**config.mk**
```make
export PLATFORM = sky130hd
export DESIGN_NAME = seq_multiplier
export DESIGN_NICKNAME = d
export VERILOG_FILES = /design/src/rtl/mul_pkg.sv /design/src/rtl/mul_operand_abs.sv /design/src/rtl/seq_multiplier.sv
export SDC_FILE = /design/constraint.sdc
export NUM_CORES = 1
export LEC_CHECK = 0
export ABC_AREA = 1
export BUFFER_PORTS_ARGS = -buffer_cell sky130_fd_sc_hd__buf_2
export CORE_ASPECT_RATIO = 1.25
export CORE_MARGIN = 3
export CORE_UTILIZATION = 41
export DETAILED_ROUTE_END_ITERATION = 10
export PLACE_DENSITY = 0.69
export SLEW_MARGIN = 5
export SYNTH_ARGS = -nofsm -noshare
export SYNTH_HDL_FRONTEND = slang
export SYNTH_SLANG_ARGS = --single-unit
```
**constraint.sdc**
```tcl
create_clock -name clk -period 2.6 [get_ports clk]
set_input_delay 0.52 -clock clk [delete_from_list [all_inputs] [get_ports clk]]
set_output_delay 0.52 -clock clk [all_outputs]
set_load 0.05 [all_outputs]
```
**src/rtl/mul_pkg.sv**
```systemverilog
// Shared definitions for the iterative shift-add multiplier.
//
// Contents:
//   mul_state_t        three-state controller encoding (IDLE / RUN / DONE)
//   MUL_DEFAULT_WIDTH  operand width used when the top is not parameterised
package mul_pkg;

  typedef enum logic [1:0] {
    MUL_IDLE,
    MUL_RUN,
    MUL_DONE
  } mul_state_t;

  localparam int MUL_DEFAULT_WIDTH = 32;

endpackage

```
**src/rtl/mul_operand_abs.sv**
```systemverilog
// Combinational two's-complement magnitude of one operand.
// It is used only by the signed build of seq_multiplier (MUL_SIGNED_EN).
//
// Ports:
//   i_value  in   WIDTH  two's-complement operand
//   o_mag    out  WIDTH  |i_value|, interpreted as unsigned
//   o_sign   out  1      sign bit of i_value
module mul_operand_abs #(
  parameter int WIDTH = 32
) (
  input  logic [WIDTH-1:0] i_value,
  output logic [WIDTH-1:0] o_mag,
  output logic             o_sign
);

  // The most negative value negates to itself. Read as unsigned, that is
  // exactly 2^(WIDTH-1), so it needs no special handling.
  assign o_sign = i_value[WIDTH-1];
  assign o_mag  = o_sign ? -i_value : i_value;

endmodule

```
**src/rtl/seq_multiplier.sv**
```systemverilog
// Iterative shift-add multiplier: WIDTH x WIDTH -> 2*WIDTH product.
// It uses a start/busy/done handshake, a clock enable and early termination.
// The operation ends as soon as the remaining multiplier or the shifted
// multiplicand becomes zero.
//
// Optional feature: define MUL_SIGNED_EN to add the sgn port.
// With sgn=1, the unit multiplies the operand magnitudes, then negates the
// result on the edge that raises done.
//
// Ports:
//   clk    in   1        rising-edge clock
//   rst_n  in   1        asynchronous active-low reset
//   ena    in   1        clock enable; 0 freezes all state
//   start  in   1        launch request; honoured only in IDLE or DONE
//   a      in   WIDTH    multiplier operand
//   b      in   WIDTH    multiplicand operand
//   sgn    in   1        signed mode (MUL_SIGNED_EN builds only)
//   p      out  2*WIDTH  product; valid while done=1
//   busy   out  1        operation in progress
//   done   out  1        result ready; held until the next accepted start
module seq_multiplier
  import mul_pkg::*;
#(
  parameter int WIDTH = MUL_DEFAULT_WIDTH
) (
  input  logic               clk,
  input  logic               rst_n,
  input  logic               ena,
  input  logic               start,
  input  logic [WIDTH-1:0]   a,
  input  logic [WIDTH-1:0]   b,
`ifdef MUL_SIGNED_EN
  input  logic               sgn,
`endif
  output logic [2*WIDTH-1:0] p,
  output logic               busy,
  output logic               done
);

  mul_state_t         r_state;
  mul_state_t         w_stateNext;
  logic [WIDTH-1:0]   r_mplr;
  logic [2*WIDTH-1:0] r_mcand;
  logic [2*WIDTH-1:0] r_p;
  logic               w_accept;
  logic               w_terminate;
  logic [WIDTH-1:0]   w_loadA;
  logic [WIDTH-1:0]   w_loadB;
  logic [2*WIDTH-1:0] w_pFinal;

`ifdef MUL_SIGNED_EN
  logic             r_neg;
  logic [WIDTH-1:0] w_absA;
  logic [WIDTH-1:0] w_absB;
  logic             w_signA;
  logic             w_signB;

  mul_operand_abs #(.WIDTH(WIDTH)) u_absA (
    .i_value (a),
    .o_mag   (w_absA),
    .o_sign  (w_signA)
  );

  mul_operand_abs #(.WIDTH(WIDTH)) u_absB (
    .i_value (b),
    .o_mag   (w_absB),
    .o_sign  (w_signB)
  );

  assign w_loadA = sgn ? w_absA : a;
  assign w_loadB = sgn ? w_absB : b;

  // The result sign is fixed at load time.
  // It is applied to the magnitude product only on the terminating edge.
  always_ff @(posedge clk or negedge rst_n) begin
    if (!rst_n) begin
      r_neg <= 1'b0;
    end else if (ena && w_accept) begin
      r_neg <= sgn & (w_signA ^ w_signB);
    end
  end

  assign w_pFinal = r_neg ? -r_p : r_p;
`else
  assign w_loadA  = a;
  assign w_loadB  = b;
  assign w_pFinal = r_p;
`endif

  assign w_accept    = start && ((r_state == MUL_IDLE) || (r_state == MUL_DONE));
  assign w_terminate = (r_mplr == '0) || (r_mcand == '0);

  // State register
  always_ff @(posedge clk or negedge rst_n) begin
    if (!rst_n) begin
      r_state <= MUL_IDLE;
    end else begin
      r_state <= w_stateNext;
    end
  end

  // Next-state logic; ena=0 holds the current state
  always_comb begin
    w_stateNext = r_state;
    if (ena) begin
      case (r_state)
        MUL_IDLE: if (w_accept)    w_stateNext = MUL_RUN;
        MUL_RUN:  if (w_terminate) w_stateNext = MUL_DONE;
        MUL_DONE: if (w_accept)    w_stateNext = MUL_RUN;
        default:                   w_stateNext = MUL_IDLE;
      endcase
    end
  end

  // Status outputs are decoded directly from the state register,
  // so an asynchronous reset clears them without a clock.
  always_comb begin
    busy = 1'b0;
    done = 1'b0;
    case (r_state)
      MUL_RUN:  busy = 1'b1;
      MUL_DONE: done = 1'b1;
      default:  ;
    endcase
  end

  // Datapath: load on accept, then one shift-add step per enabled RUN cycle.
  // The mcand register is twice the operand width, so the accumulation
  // cannot overflow.
  always_ff @(posedge clk or negedge rst_n) begin
    if (!rst_n) begin
      r_mplr  <= '0;
      r_mcand <= '0;
      r_p     <= '0;
    end else if (ena) begin
      if (w_accept) begin
        r_mplr  <= w_loadA;
        r_mcand <= {{WIDTH{1'b0}}, w_loadB};
        r_p     <= '0;
      end else if (r_state == MUL_RUN) begin
        if (w_terminate) begin
          r_p <= w_pFinal;
        end else begin
          if (r_mplr[0]) begin
            r_p <= r_p + r_mcand;
          end
          r_mplr  <= r_mplr >> 1;
          r_mcand <= r_mcand << 1;
        end
      end
    end
  end

  assign p = r_p;

endmodule
```
# Word level (Yosys, flattened, before mapping)
# Index checks and enable logic that the tools add are counted.
op_classes:
  n_eq_ne: 5
  div: 0
  shift: 0
  mux: 15
  reduce_logical: 12
  n_bitwise: 0
  magnitude_cmp: 0
  n_mul: 0
  add_sub_neg: 1
ops:
  columns: ["op", "count"]
  rows:
  - ["$mux 64", 7]
  - ["$mux 32", 3]
  - ["$add 64x64->64", 1]
  - ["$logic_not 64->1", 1]
  - ["$logic_not 32->1", 1]
  - ["$reduce_and 3->1", 2]
  - ["$mux 2", 2]
  - ["$ne 2x2->1 const B", 2]
  - ["$pmux 2 s2", 1]
  - ["$reduce_and 4->1", 1]
  - ["$reduce_bool 2->1", 2]
  - ["$eq 2x1->1 const B", 1]
  - ["$eq 2x2->1 const B", 1]
  - ["$logic_not 2->1", 1]
  - ["$logic_or 1x1->1", 2]
  - ["$mux 1", 2]
  - ["$ne 2x1->1 const B", 1]
  - ["$reduce_or 2->1", 1]
  - ["$logic_and 1x1->1", 1]
totals:
  mem_count: 0
  input_bits: 68
  out_inout_bits: 66
  word_cells: 37
  latchBits: 0
  ff_bits: 162
  romBits: 0
  ramBits: 0

# Longest topological paths before layout
logic_depth:
  depth_word: 5
  ltp_mapped: 16
  ltp_nobuf: 16

# Worst setup path after synthesis
# No wires, ideal clock.
synth_path:
  path_kind: "flip-flop to flip-flop"
  start: "register r_p[0] (netlist: p[0])"
  end: "register r_p[56] (netlist: p[56])"
  path_buffers: 0
  required_time_ns: 2.482
  period_less_slack_ns: 2.249
  setup_time_ns: 0.118
  stages_incl_launch_ff: 13
  setup_slack_ns: 0.351
  t_arrival_ns: 2.131
  path_cell_list: "dfrtp_1 ha_1 fa_1 nand3_1 nand3_1 nand2_1 nand2_1 nand3_1 nand3_1 nand2_1 nand3_1 nand3_1 nand2_1"
synth_via:
  elab_chain_cells: 5
synth_lines:
  columns: ["item", "line", "rtl"]
  rows:
  - ["start: declaration", "seq_multiplier.sv:44", "logic [2*WIDTH-1:0] r_p;"]
  - ["start signal: assignment", "seq_multiplier.sv:142", "r_p <= w_pFinal;"]
  - ["start signal: assignment", "seq_multiplier.sv:145", "r_p <= r_p + r_mcand;"]
  - ["$add 64x64->64", "seq_multiplier.sv:145", null]
  - ["$mux 64", "seq_multiplier.sv:144", "if (r_mplr[0]) begin"]
  - ["$mux 64", "seq_multiplier.sv:141", "if (w_terminate) begin"]
  - ["$mux 64", "seq_multiplier.sv:140", "end else if (r_state == MUL_RUN) begin"]
  - ["$mux 64", "seq_multiplier.sv:136", "if (w_accept) begin"]
# Every way passes these cells. The select of a mux whose other input is x is not followed.
# A chain may end at the register's enable or synchronous reset.

# Worst setup path in the final report
layout_path:
  start: "register r_p[18] (netlist: p[18])"
  end: "register r_p[39] (netlist: p[39])"
# The elaborated chain is that of the path after synthesis.

==> flow_summary.yaml <==
global_routing:
  antenna_found_initial: 0
  grt_start_max_net_pins: 127
  overflow: 0
  grt_pass1_vias: 13100
  grt_usage_pct: 26.9
  grt_pass1_wl_microns: 69700
timing:
  clock_skew_ns: 0.0175
  setup_viol: 0
  maxSlewViolCount: 0
  fin_crit_sh_pct: 93.5
  max-slew-margin-rel_pct: 52.1
  hold_violations: 0
  fin_crit_ns: 2.43
  max_freq_ghz: 0.412
  tightest_slew_ns: 0.717
detailed_routing:
  first_iter_violations: 953
  wirelength_microns: 45100
  vias: 13300
  ant_nets: 0
  wl_met3_microns: 1950
  first_pass_iters: 8
  routed_via_density: 5.06
  top_layer: "met4"
  wl_per_cell_microns: 17.1
  drc_errors: 0
  wl_met1_microns: 18100
  wl_met2_microns: 22700
synthesis:
  synth_area_per_cell_sq_um: 6.26
  yosysUniqueCellTypes: 34
  seq_area_frac_synth_pct: 31.3
  synth_compound_area_share_pct: 11.2
  synth-edff-count: 0
  synth_xor_area_share_pct: 2.10
  yosysWarningCount: 0
  synthTopCellsByArea: "dfrtp_1, nand2_1, inv_1"
  synth-seq-cells: 162
  synthAdderAreaFrac_pct: 6.24
  syn-num-nets: 2202
  synth_commonest_cells: "nand2_1, inv_1, dfrtp_1"
  synth_top_cell_by_area: "dfrtp_1"
  yosys_most_used_dff: "dfrtp_1"
  synth_top_family_by_area: "simple AND/OR/NAND/NOR gates"
  synthCells: 2070
  async_flop_share_pct: 100
  synth_top_area_share_pct: 31.3
  netlist_area_sq_mm: 0.0130
  muxShareOfSynthArea_pct: 0
  yosys.area_share.simple_pct: 34.5
  post-synth-top-count-cell: "nand2_1"
placement:
  dpl.hpwl_microns: 35600
  place_congestion: 0.998
  place_area_sq_mm: 0.0143
  io_buffers: 133
  placed_cells: 2596
critical_path:
  slowest_delay_ns: 0.42
  crit_required_ns: 2.95
  slowest_stage: "dfrtp_1"
  crit_top_cell: "nand2_1"
  path_cells: "ha_1 > nand2_1 > nor2_1 > nand2_1 > nor2_1 > nand2_1 > nand3_1 > nand3_1 > nand2_1 > nand2_1 > nand3_1 > nand2_1"
  timing.rr.start: "p[18]"
  crit_arrival_ns: 2.78
  critPathLaunchType: "register"
  crit_type: "register to register"
  end_kind: "register"
  crit_start: "p[18]"
  crit_fanout: 4
  ff2ff_path_depth: 12
worst_hold_path:
  hold_class: "input port to async pin"
floorplan:
  row_count: 72
  io_pins: 134
  die-area_sq_mm: 0.0338
  fp.coreArea_sq_mm: 0.0311
  start_util_pct: 41.7
  die_y_microns: 205
  die_w_microns: 165
clocking:
  ctsLongestPathBuffers: 2
  cts_setup_buffers: 0
  htree_levels: 4
  clkLatencyLatePin_ns: 0.46
  cts_sinks: 162
  cts_tree: "done"
  root_buffer: "clkbuf_16"
  clkTransAtPathRegs_ns: 0.08
  cts_buffers: 17
  cts_hold_buf: 0
power:
  pwr-share-comb_pct: 45.4
  sw_frac_of_total_pct: 46.0
  power_density_mw_per_mm2: 763
  p_sw_w: 0.00523
  clockPowerShare_pct: 23.3
  leakage_nw: 8.57
  p_int_w: 0.00615
  ir_worst_vdd_v: 0.000573
  power_frac_seq_pct: 31.3
final_layout:
  utilization_pct: 48.0
  fin_cells: 2629
  nets: 2341
  syn2layout_area_growth_pct: 15.1
  fin_area_sq_mm: 0.0149
  drive_gt1_share_pct: 13.5
  antenna_cells: 0
run_status:
  run_status: "completed"
flow_run:
  max_cap_viol_count: 0
[metal layers]
layer | vias to the layer above | track usage (%)
li1 | 6677 | -
met1 | 6128 | 31.5
met2 | 385 | 47.8
met3 | 121 | 3.58
met4 | 0 | 13.2
met5 | - | 0
[path summary, 6_finish.rpt]
kind                               to  slack, ns
hold reg to reg             r_mplr[9]       0.53
setup / recovery                p[39]       0.17
hold / removal                  p[38]       0.03
min in group clk           r_mcand[0]       0.31
max in group asynchronous  r_state[0]       1.91
setup reg to reg                p[39]       0.17
[metrics by stage]
step	hold WS [ns]	power [W]	setup WS (ns)	TNS [ns]
2_1_floorplan	0.224	0.00721	0.351	0
3_3_place_gp	0.497	0.00868	0.0220	0
3_5_place_dp	0.516	0.00873	-0.00489	-0.00489
4_1_cts	0.0280	0.0114	0.0260	0
5_1_grt	0.0515	0.0122	-0.000757	-0.000757
6_report	0.0314	0.0114	0.170	0
[power groups by stage]
| stage | combinational, W | clock (W) | sequential, W |
|---|---|---|---|
| finish | 0.00517 | 0.00265 | 0.00356 |
| global placement | 0.00509 | 0 | 0.00359 |
| global route | 0.00572 | 0.00281 | 0.00363 |
| CTS | 0.00516 | 0.00269 | 0.00356 |
| floorplan | 0.00311 | 0 | 0.00411 |
| detailed placement | 0.00512 | 0 | 0.00361 |
[layout make-up]
class | count | area [sq um]
fill | 3328 | 16200
multi-input combinational | 1435 | 7060
sequential | 162 | 4050
inverter | 421 | 1580
timing repair buffer | 172 | 1110
tap | 407 | 509
clock buffer | 18 | 429
clock inverter | 14 | 160
[registers in the layout, indices dropped and copies added, names as in the netlist]
name and cells:
r_state 2, r_mcand 64, r_mplr 32, p 64
[worst max-delay path: cells and delay by family (launching register included)]
family	cells	cell delay (ns)
AND/OR/NAND/NOR	11	1.52
flip-flops	1	0.42
adder cells (fa/ha/maj)	1	0.37
[cells in the final DEF (no fill, tap or decap), drive strengths merged, types with 2 or more instances in the layout]
cell	n
inv	429
nand4	29
o21ai	160
o21bai	5
buf	172
nand3b	10
dfrtp	162
nor3	13
ha	63
nor2	126
nand2	772
clkbuf	18
a21oi	42
o22ai	32
clkinv	4
xnor2	30
o211ai	2
nor4	3
nand3	143
[logic make-up (layout without fill, tap and decap cells)]
family | count (synthesis) | after routing
simple gates | 1097 | 1098
buf+inv | 474 | 625
compound gates | 242 | 242
flops | 162 | 162
fa+ha+maj | 64 | 64
xor+xnor | 31 | 31
[timing repair]
action	4_1_cts	5_1_grt
resized for setup	1	6
gates cloned	0	1
setup endpoints to repair	1	29
Note: power is estimated with default switching activity, not from simulation.
